## src/rtl/pipe_pkg.sv

```systemverilog
// Shared pipeline-register definitions: nop encoding, register-field offsets,
// the stage action encoding and the saturating Tnew decrement.
package pipe_pkg;

  localparam logic [31:0] NOP_IR = 32'h0000_0000;

  // Bit offsets of the rs / rt register fields inside a MIPS instruction word.
  localparam int RS_LSB = 21;
  localparam int RT_LSB = 16;

  typedef enum logic [1:0] {
    ACT_LOAD   = 2'd0,
    ACT_HOLD   = 2'd1,
    ACT_BUBBLE = 2'd2,
    ACT_FLUSH  = 2'd3
  } stage_act_e;

  // Counts down towards zero and sticks there; callers cast to their own width.
  function automatic logic [31:0] sat_dec(input logic [31:0] v);
    return (v == 32'd0) ? 32'd0 : v - 32'd1;
  endfunction

endpackage

```

## src/rtl/tnew_counter.sv

```systemverilog
// Remaining-Tnew counter: loads a new value, otherwise counts down on request
// and saturates at zero. Shared by the E- and M-stage pipeline registers.
module tnew_counter
  import pipe_pkg::*;
#(
  parameter int TNEW_W = 4
) (
  input  logic              clk,
  input  logic              rst_n,
  input  logic              load_i,
  input  logic              dec_i,
  input  logic [TNEW_W-1:0] load_val_i,
  output logic [TNEW_W-1:0] cnt_o,
  output logic              zero_o
);

  logic [TNEW_W-1:0] cnt_q;
  logic [TNEW_W-1:0] cnt_d;

  // NOTE: every signal written in always_comb gets a default first, so no path
  // leaves it unassigned and no latch is inferred.
  always_comb begin
    cnt_d = cnt_q;
    if (load_i) begin
      cnt_d = load_val_i;
    end else if (dec_i) begin
      cnt_d = TNEW_W'(sat_dec(32'(cnt_q)));
    end
  end

  // NOTE: state is updated with non-blocking assignments so every flop samples
  // the pre-edge values regardless of statement order.
  always_ff @(posedge clk or negedge rst_n) begin
    if (!rst_n) begin
      cnt_q <= '0;
    end else begin
      cnt_q <= cnt_d;
    end
  end

  assign cnt_o  = cnt_q;
  assign zero_o = (cnt_q == '0);

endmodule

```

## src/rtl/de_pipe_stage.sv

```systemverilog
// Decode-to-execute pipeline register with hold / bubble / flush control,
// a per-instruction valid bit and a self-decrementing Tnew for forwarding.
module de_pipe_stage
  import pipe_pkg::*;
#(
  parameter int          DATA_W    = 32,
  parameter int          REG_W     = 5,
  parameter int          TNEW_W    = 4,
  parameter logic [31:0] BUBBLE_IR = pipe_pkg::NOP_IR
) (
  input  logic              clk,
  input  logic              reset,
  input  logic              hold,
  input  logic              bubble,
  input  logic              flush,
  input  logic              d_valid,
  input  logic [DATA_W-1:0] d_ir,
  input  logic [DATA_W-1:0] d_pc,
  input  logic [DATA_W-1:0] d_rs,
  input  logic [DATA_W-1:0] d_rt,
  input  logic [DATA_W-1:0] d_imm,
  input  logic [DATA_W-1:0] d_npc,
  input  logic              d_branch_op,
  input  logic [TNEW_W-1:0] d_tnew,
  input  logic [REG_W-1:0]  d_writereg,
  output logic              e_valid,
  output logic [DATA_W-1:0] e_ir,
  output logic [DATA_W-1:0] e_pc,
  output logic [DATA_W-1:0] e_rs,
  output logic [DATA_W-1:0] e_rt,
  output logic [DATA_W-1:0] e_imm,
  output logic [DATA_W-1:0] e_npc,
  output logic [DATA_W-1:0] e_pc8,
  output logic              e_branch_op,
  output logic [REG_W-1:0]  e_rs_a,
  output logic [REG_W-1:0]  e_rt_a,
  output logic [TNEW_W-1:0] e_tnew,
  output logic [REG_W-1:0]  e_writereg,
  output logic              e_fwd_ok
);

  localparam logic [DATA_W-1:0] BUBBLE_WORD = DATA_W'(BUBBLE_IR);

  stage_act_e act;

  logic              valid_q,  valid_d;
  logic [DATA_W-1:0] ir_q,     ir_d;
  logic [DATA_W-1:0] pc_q,     pc_d;
  logic [DATA_W-1:0] rs_q,     rs_d;
  logic [DATA_W-1:0] rt_q,     rt_d;
  logic [DATA_W-1:0] imm_q,    imm_d;
  logic [DATA_W-1:0] npc_q,    npc_d;
  logic              br_q,     br_d;
  logic [REG_W-1:0]  wreg_q,   wreg_d;

  logic [TNEW_W-1:0] tnew_cnt;
  logic              tnew_zero;

  // A non-valid D slot is treated exactly like a requested bubble.
  always_comb begin
    if (flush) begin
      act = ACT_FLUSH;
    end else if (hold) begin
      act = ACT_HOLD;
    end else if (bubble || !d_valid) begin
      act = ACT_BUBBLE;
    end else begin
      act = ACT_LOAD;
    end
  end

  always_comb begin
    valid_d = valid_q;
    ir_d    = ir_q;
    pc_d    = pc_q;
    rs_d    = rs_q;
    rt_d    = rt_q;
    imm_d   = imm_q;
    npc_d   = npc_q;
    br_d    = br_q;
    wreg_d  = wreg_q;
    unique case (act)
      ACT_FLUSH: begin
        valid_d = 1'b0;
        ir_d    = BUBBLE_WORD;
        pc_d    = '0;
        rs_d    = '0;
        rt_d    = '0;
        imm_d   = '0;
        npc_d   = '0;
        br_d    = 1'b0;
        wreg_d  = '0;
      end
      ACT_BUBBLE: begin
        // The D-side PC survives so a later exception can still be attributed.
        valid_d = 1'b0;
        ir_d    = BUBBLE_WORD;
        pc_d    = d_pc;
        rs_d    = '0;
        rt_d    = '0;
        imm_d   = '0;
        npc_d   = d_npc;
        br_d    = 1'b0;
        wreg_d  = '0;
      end
      ACT_LOAD: begin
        valid_d = 1'b1;
        ir_d    = d_ir;
        pc_d    = d_pc;
        rs_d    = d_rs;
        rt_d    = d_rt;
        imm_d   = d_imm;
        npc_d   = d_npc;
        br_d    = d_branch_op;
        wreg_d  = d_writereg;
      end
      default: ;
    endcase
  end

  always_ff @(posedge clk or negedge reset) begin
    if (!reset) begin
      valid_q <= 1'b0;
      ir_q    <= BUBBLE_WORD;
      pc_q    <= '0;
      rs_q    <= '0;
      rt_q    <= '0;
      imm_q   <= '0;
      npc_q   <= '0;
      br_q    <= 1'b0;
      wreg_q  <= '0;
    end else begin
      valid_q <= valid_d;
      ir_q    <= ir_d;
      pc_q    <= pc_d;
      rs_q    <= rs_d;
      rt_q    <= rt_d;
      imm_q   <= imm_d;
      npc_q   <= npc_d;
      br_q    <= br_d;
      wreg_q  <= wreg_d;
    end
  end

  tnew_counter #(
    .TNEW_W (TNEW_W)
  ) u_tnew (
    .clk        (clk),
    .rst_n      (reset),
    .load_i     (act != ACT_HOLD),
    .dec_i      (act == ACT_HOLD),
    .load_val_i ((act == ACT_LOAD) ? d_tnew : '0),
    .cnt_o      (tnew_cnt),
    .zero_o     (tnew_zero)
  );

  assign e_valid     = valid_q;
  assign e_ir        = ir_q;
  assign e_pc        = pc_q;
  assign e_rs        = rs_q;
  assign e_rt        = rt_q;
  assign e_imm       = imm_q;
  assign e_npc       = npc_q;
  assign e_branch_op = br_q;
  assign e_tnew      = tnew_cnt;
  assign e_pc8       = pc_q + DATA_W'(8);
  assign e_rs_a      = ir_q[RS_LSB +: REG_W];
  assign e_rt_a      = ir_q[RT_LSB +: REG_W];
  assign e_writereg  = valid_q ? wreg_q : '0;
  assign e_fwd_ok    = valid_q && (wreg_q != '0) && tnew_zero;

endmodule

```

## config.mk

```make
export PLATFORM = sky130hd
export DESIGN_NAME = de_pipe_stage
export DESIGN_NICKNAME = d
export VERILOG_FILES = /design/src/rtl/pipe_pkg.sv /design/src/rtl/tnew_counter.sv /design/src/rtl/de_pipe_stage.sv
export SDC_FILE = /design/constraint.sdc
export NUM_CORES = 1
export LEC_CHECK = 0
export BUFFER_PORTS_ARGS = -buffer_cell sky130_fd_sc_hd__buf_4
export CORE_AREA = 4 4 173 175
export CTS_CLUSTER_SIZE = 14
export DETAILED_ROUTE_END_ITERATION = 12
export DIE_AREA = 0 0 177 179
export PLACE_DENSITY = 0.52
export SYNTH_ARGS = -nofsm -noshare
export SYNTH_HDL_FRONTEND = slang
export SYNTH_SLANG_ARGS = --single-unit
```

## constraint.sdc

```tcl
create_clock -name clk -period 2.1 [get_ports clk]
set_input_delay 0.21 -clock clk [delete_from_list [all_inputs] [get_ports clk]]
set_output_delay 0.21 -clock clk [all_outputs]
set_load 0.01 [all_outputs]
```

# == Word level (Yosys, flattened, before mapping) ==
# Cells that the tools add are included.
# totals
mem_bits_rw,0
romBits,0
latch_bits,0
memories,0
register_bits,203
# classes
shift,0
n_reduce_logical,12
bitwise,0
n_lt_le_gt_ge,0
add_sub_neg,2
n_div,0
n_mux,17
mul,0
n_eq_ne,4
# op_table
op,count
$pmux 32 s2,6
$add 32x4->32 const B,1
$mux 4,4
$pmux 5 s2,1
$mux 2,3
$reduce_bool 2->1,3
$mux 5,1
$reduce_bool 5->1,1
$eq 2x2->1 const B,2
$logic_not 4->1,1
$pmux 1 s2,2
$reduce_or 2->1,2
$sub 4x1->4 const B,1
$eq 2x1->1 const B,1
$logic_and 1x1->1,2
$logic_not 2->1,1
$ne 2x1->1 const B,1
$logic_not 1->1,1
$logic_or 1x1->1,1

# == Longest topological paths before layout ==
# depth
depth_word,8
mapped_depth,5
mapped_depth_nobuf,5

# == Cells and area by module ==
# Synthesis repeated with hierarchy kept, for this count alone.
# unflattened
cells_unflattened,629
hier_area_um2,8181.6
# modules_own_cells
module,area_per_inst_um2,cells_per_inst,instances
de_pipe_stage,7958.9,608,1
tnew_counter,222.7,21,1

# == Least setup slack after synthesis ==
# OpenSTA, ideal clock, no wires.
# synth_timing
path_type,register to output
startpoint,"reg pc_q[3], in the netlist e_pc[3]"
endpoint,out e_pc8[17]
setup_slack_ns,0.273
path_stages_with_launch,6
t_required_ns,1.890
n_path_buf,0
arrival_time_ns,1.617
path_cell_list,dfrtp_1 ha_1 nand3_1 nor4_2 nand3_1 xnor2_1
# synth_between
elab_chain_len,1
# synth_lines
item,line_no,source
"start, declared",de_pipe_stage.sv:48,"logic [DATA_W-1:0] pc_q, pc_d;"
"start signal, assigned",de_pipe_stage.sv:135,pc_q <= pc_d;
$add 32x4->32,de_pipe_stage.sv:166,assign e_pc8 = pc_q + DATA_W'(8);
"end, declared",de_pipe_stage.sv:33,"output logic [DATA_W-1:0] e_pc8,"
# No other way between the ends.

# == Worst setup path after layout ==
# layout_timing
startpoint,"reg pc_q[3], in the netlist e_pc[3]"
endpoint,out e_pc8[24]
# The elaborated chain is that of the path after synthesis.

==> impl_metrics.json <==
{
  "antenna_left": 0,
  "drive_gt1_frac": 0.437,
  "synth_edf_count": 0,
  "port-buffer-count": 453,
  "core_area_sq_mm": 0.0285,
  "drtIter0Drc": 428,
  "r2r-end": "u_tnew.cnt_o[2]",
  "rsz0062_at_grt": "true",
  "track_usage": 0.187,
  "path_common_cell": "buf_4",
  "max_slew.worst_pin.slew_ps": 591,
  "critPathTopFamily": "buffers and inverters",
  "timing.final.crit_share": 1.10,
  "syn_area_sq_mm": 0.00813,
  "drt_pass1_iterations": 5,
  "die_w_um": 177,
  "design_area_sq_mm": 0.0153,
  "cts_tree": "built",
  "row_count": 62,
  "leakagePower_nw": 7.94,
  "dpl_worst_slack_ps": 88.9,
  "status": "complete, but fails checks",
  "ir_drop_uv": 392,
  "violations": "setup timing",
  "min_path_cells": 3,
  "crit_slowest_cell": "dfrtp_1",
  "synth_top_area_cell": "dfrtp_1",
  "ys_seq_area_frac": 0.625,
  "critPathMaxStageDelay_ps": 410,
  "fmaxAchievable_mhz": 434,
  "ios": 454,
  "gp_congestion": 0.829,
  "reg2reg_depth": 4,
  "clock_skew_ps": 0.945,
  "grt_overflow": 0,
  "numCtsBuffers": 23,
  "netlist_top_cells_count": "203 x dfrtp_1, 135 x a22o_1, 74 x nor2_1",
  "cap_violations": 0,
  "grt_max_degree": 66,
  "slew_headroom": 0.606,
  "placed_cell_area_sq_mm": 0.0121,
  "synth.ff_latch_count": 203,
  "area_growth_pct": 88.4,
  "grt_pass1_wl_um": 47000,
  "worst_slack_ps": -203,
  "die-area_sq_mm": 0.0317,
  "yosysMostFrequentCell": "dfrtp_1",
  "routed_wl_um": 31900,
  "power_mw": 10.2,
  "ys.warnings.count": 0,
  "vias_per_cell": 4.61,
  "hold_start": "d_pc[14]",
  "drc": 0,
  "cp-start-kind": "register",
  "ys_async_sr_fraction": 1.00,
  "setup_viol": 19,
  "grt_pass1_vias": 8244,
  "hold_path_end": "e_pc[14]",
  "clk_latency_ps": 500,
  "cp_cell_sequence": "buf_6 > nand4_1 > buf_4 > nor4_4 > buf_6 > buf_4 > nand3_2 > xnor2_1 > buf_4",
  "drv_slew": 0,
  "critPathArrivalTime_ps": 2090,
  "r2r_slack_ps": 1040,
  "power-per-cell-area_mw_per_mm2": 666,
  "cts-htree-levels": 1,
  "clkTransAtPathRegs_ps": 60,
  "syn-num-nets": 837,
  "wl_per_cell_um": 18.8,
  "synth_area_per_cell_sq_um": 12.9,
  "synth_top_area_share": 0.625,
  "clk_path_buf_depth": 3,
  "critPathBufInv": 5,
  "nets": 1507,
  "syn_inst": 628,
  "clock-sinks": 203,
  "rr_startpoint": "u_tnew.cnt_o[0]",
  "synth_cell_types": 31,
  "synthTopCellsByArea": "dfrtp_1 63%, a22o_1 15%, mux2i_1 7.9%, nor2_1 3.4%, xnor2_1 2.0%",
  "die_h_um": 179,
  "synthFlopType": "dfrtp_1",
  "antenna_found_initial": 2,
  "period_minus_slack_ps": 2300,
  "hpwlAfterDp_um": 21900,
  "dr_total_vias": 7834,
  "cts_root_buf": "clkbuf_16",
  "required_ps": 1890,
  "crit_type": "reg -> out",
  "cp_max_fo": 7,
  "start_util": 0.285,
  "hold_violations": 0,
  "min_path_type": "in -> reg",
  "critPathCaptureType": "output port"
}
==> how the worst max path moves through the flow <==
stage	start	to	cells past startpoint
2_1_floorplan	e_pc[3]	e_pc8[17]	5
3_3_place_gp	e_pc[3]	e_pc8[31]	7
3_5_place_dp	e_pc[3]	e_pc8[31]	7
4_1_cts	e_pc[4]	e_pc8[31]	7
5_1_grt	e_pc[10]	e_pc8[17]	6
6_report	e_pc[3]	e_pc8[24]	9
==> cell usage in the layout, fill, tap and decap left out, types with 8 or more instances in the layout <==
cell type / n
buf_4: 484
a22o_1: 135
dfrtp_1: 196
buf_12: 10
nor2_1: 70
nand2_1: 11
clkbuf_16: 23
mux2i_1: 64
xnor2_1: 14
dlygate4sd3_1: 200
xor2_1: 8
nand3_1: 9
==> stage by stage <==
stage               instances  hold WS, ps  utilization  TNS, ps
floorplan                 628        -85.6            -        0
global placement         1437          195        0.424        0
detailed placement       1437          207        0.424        0
CTS                      1684         13.9        0.528    -3250
global route             1699         12.4        0.538    -4350
finish                   1699         3.52        0.538    -1940
==> worst register-to-register path, stage by stage (launching register included) <==
cell     delay [ps]
dfrtp_1         440
nor2_1          160
nand2_1          60
o21ai_0         190
a22o_1          150
==> cells by family (layout without fill, tap and decap cells) <==
group,after synthesis,after routing,synth area share
AND/OR/NAND/NOR,130,130,0.0770
flip-flops,203,203,0.625
buffers and inverters,60,745,0.0368
AO/OA/AOI/OAI,143,143,0.152
other,0,2,0
adder cells (fa/ha/maj),1,1,0.00154
XOR/XNOR,27,27,0.0291
multiplexers,64,64,0.0788
==> timing repair <==
action	4_1_cts	5_1_grt
endpoints found under the setup margin	22	24
buffers inserted	7	13
pin swaps	7	20
gates resized for setup	13	35
hold buffers	200	0
gates cloned	0	0
hold endpoints to repair	237	0
==> flip-flops by register name, indices dropped and copies added, names as in the netlist <==
register	flops
e_imm	32
e_ir	32
e_npc	32
e_pc	32
e_rs	32
e_rt	32
wreg_q	5
u_tnew.cnt_o	4
e_branch_op	1
e_valid	1
==> layout make-up <==
| cell class | count | area (sq um) |
|---|---|---|
| Inverter | 3 | 11.3 |
| Antenna cell | 2 | 5.00 |
| Timing Repair Buffer | 702 | 5930 |
| Fill cell | 2399 | 13200 |
| Clock inverter | 12 | 218 |
| Sequential cell | 203 | 5090 |
| Clock buffer | 28 | 624 |
| Multi-Input combinational cell | 365 | 2950 |
| Tap cell | 384 | 480 |
==> power breakdown <==
group / internal [mW] / total, mW / leakage, nW / switching [mW]
combinational: 0.909 / 1.54 / 4.76 / 0.634
clock: 2.85 / 4.49 / 0.416 / 1.64
sequential: 4.05 / 4.16 / 2.76 / 0.111
total: 7.80 / 10.2 / 7.94 / 2.38
==> routing by layer <==
| layer | vias up | global-route usage | routed length, um |
|---|---|---|---|
| met2 | 372 | 0.324 | 16000 |
| met1 | 3806 | 0.228 | 12500 |
| li1 | 3603 | - | - |
| met3 | 53 | 0.0466 | 2520 |
| met4 | 0 | 0.0632 | 910 |
| met5 | - | 0 | 0 |
Note: power is estimated with default switching activity, not from simulation.
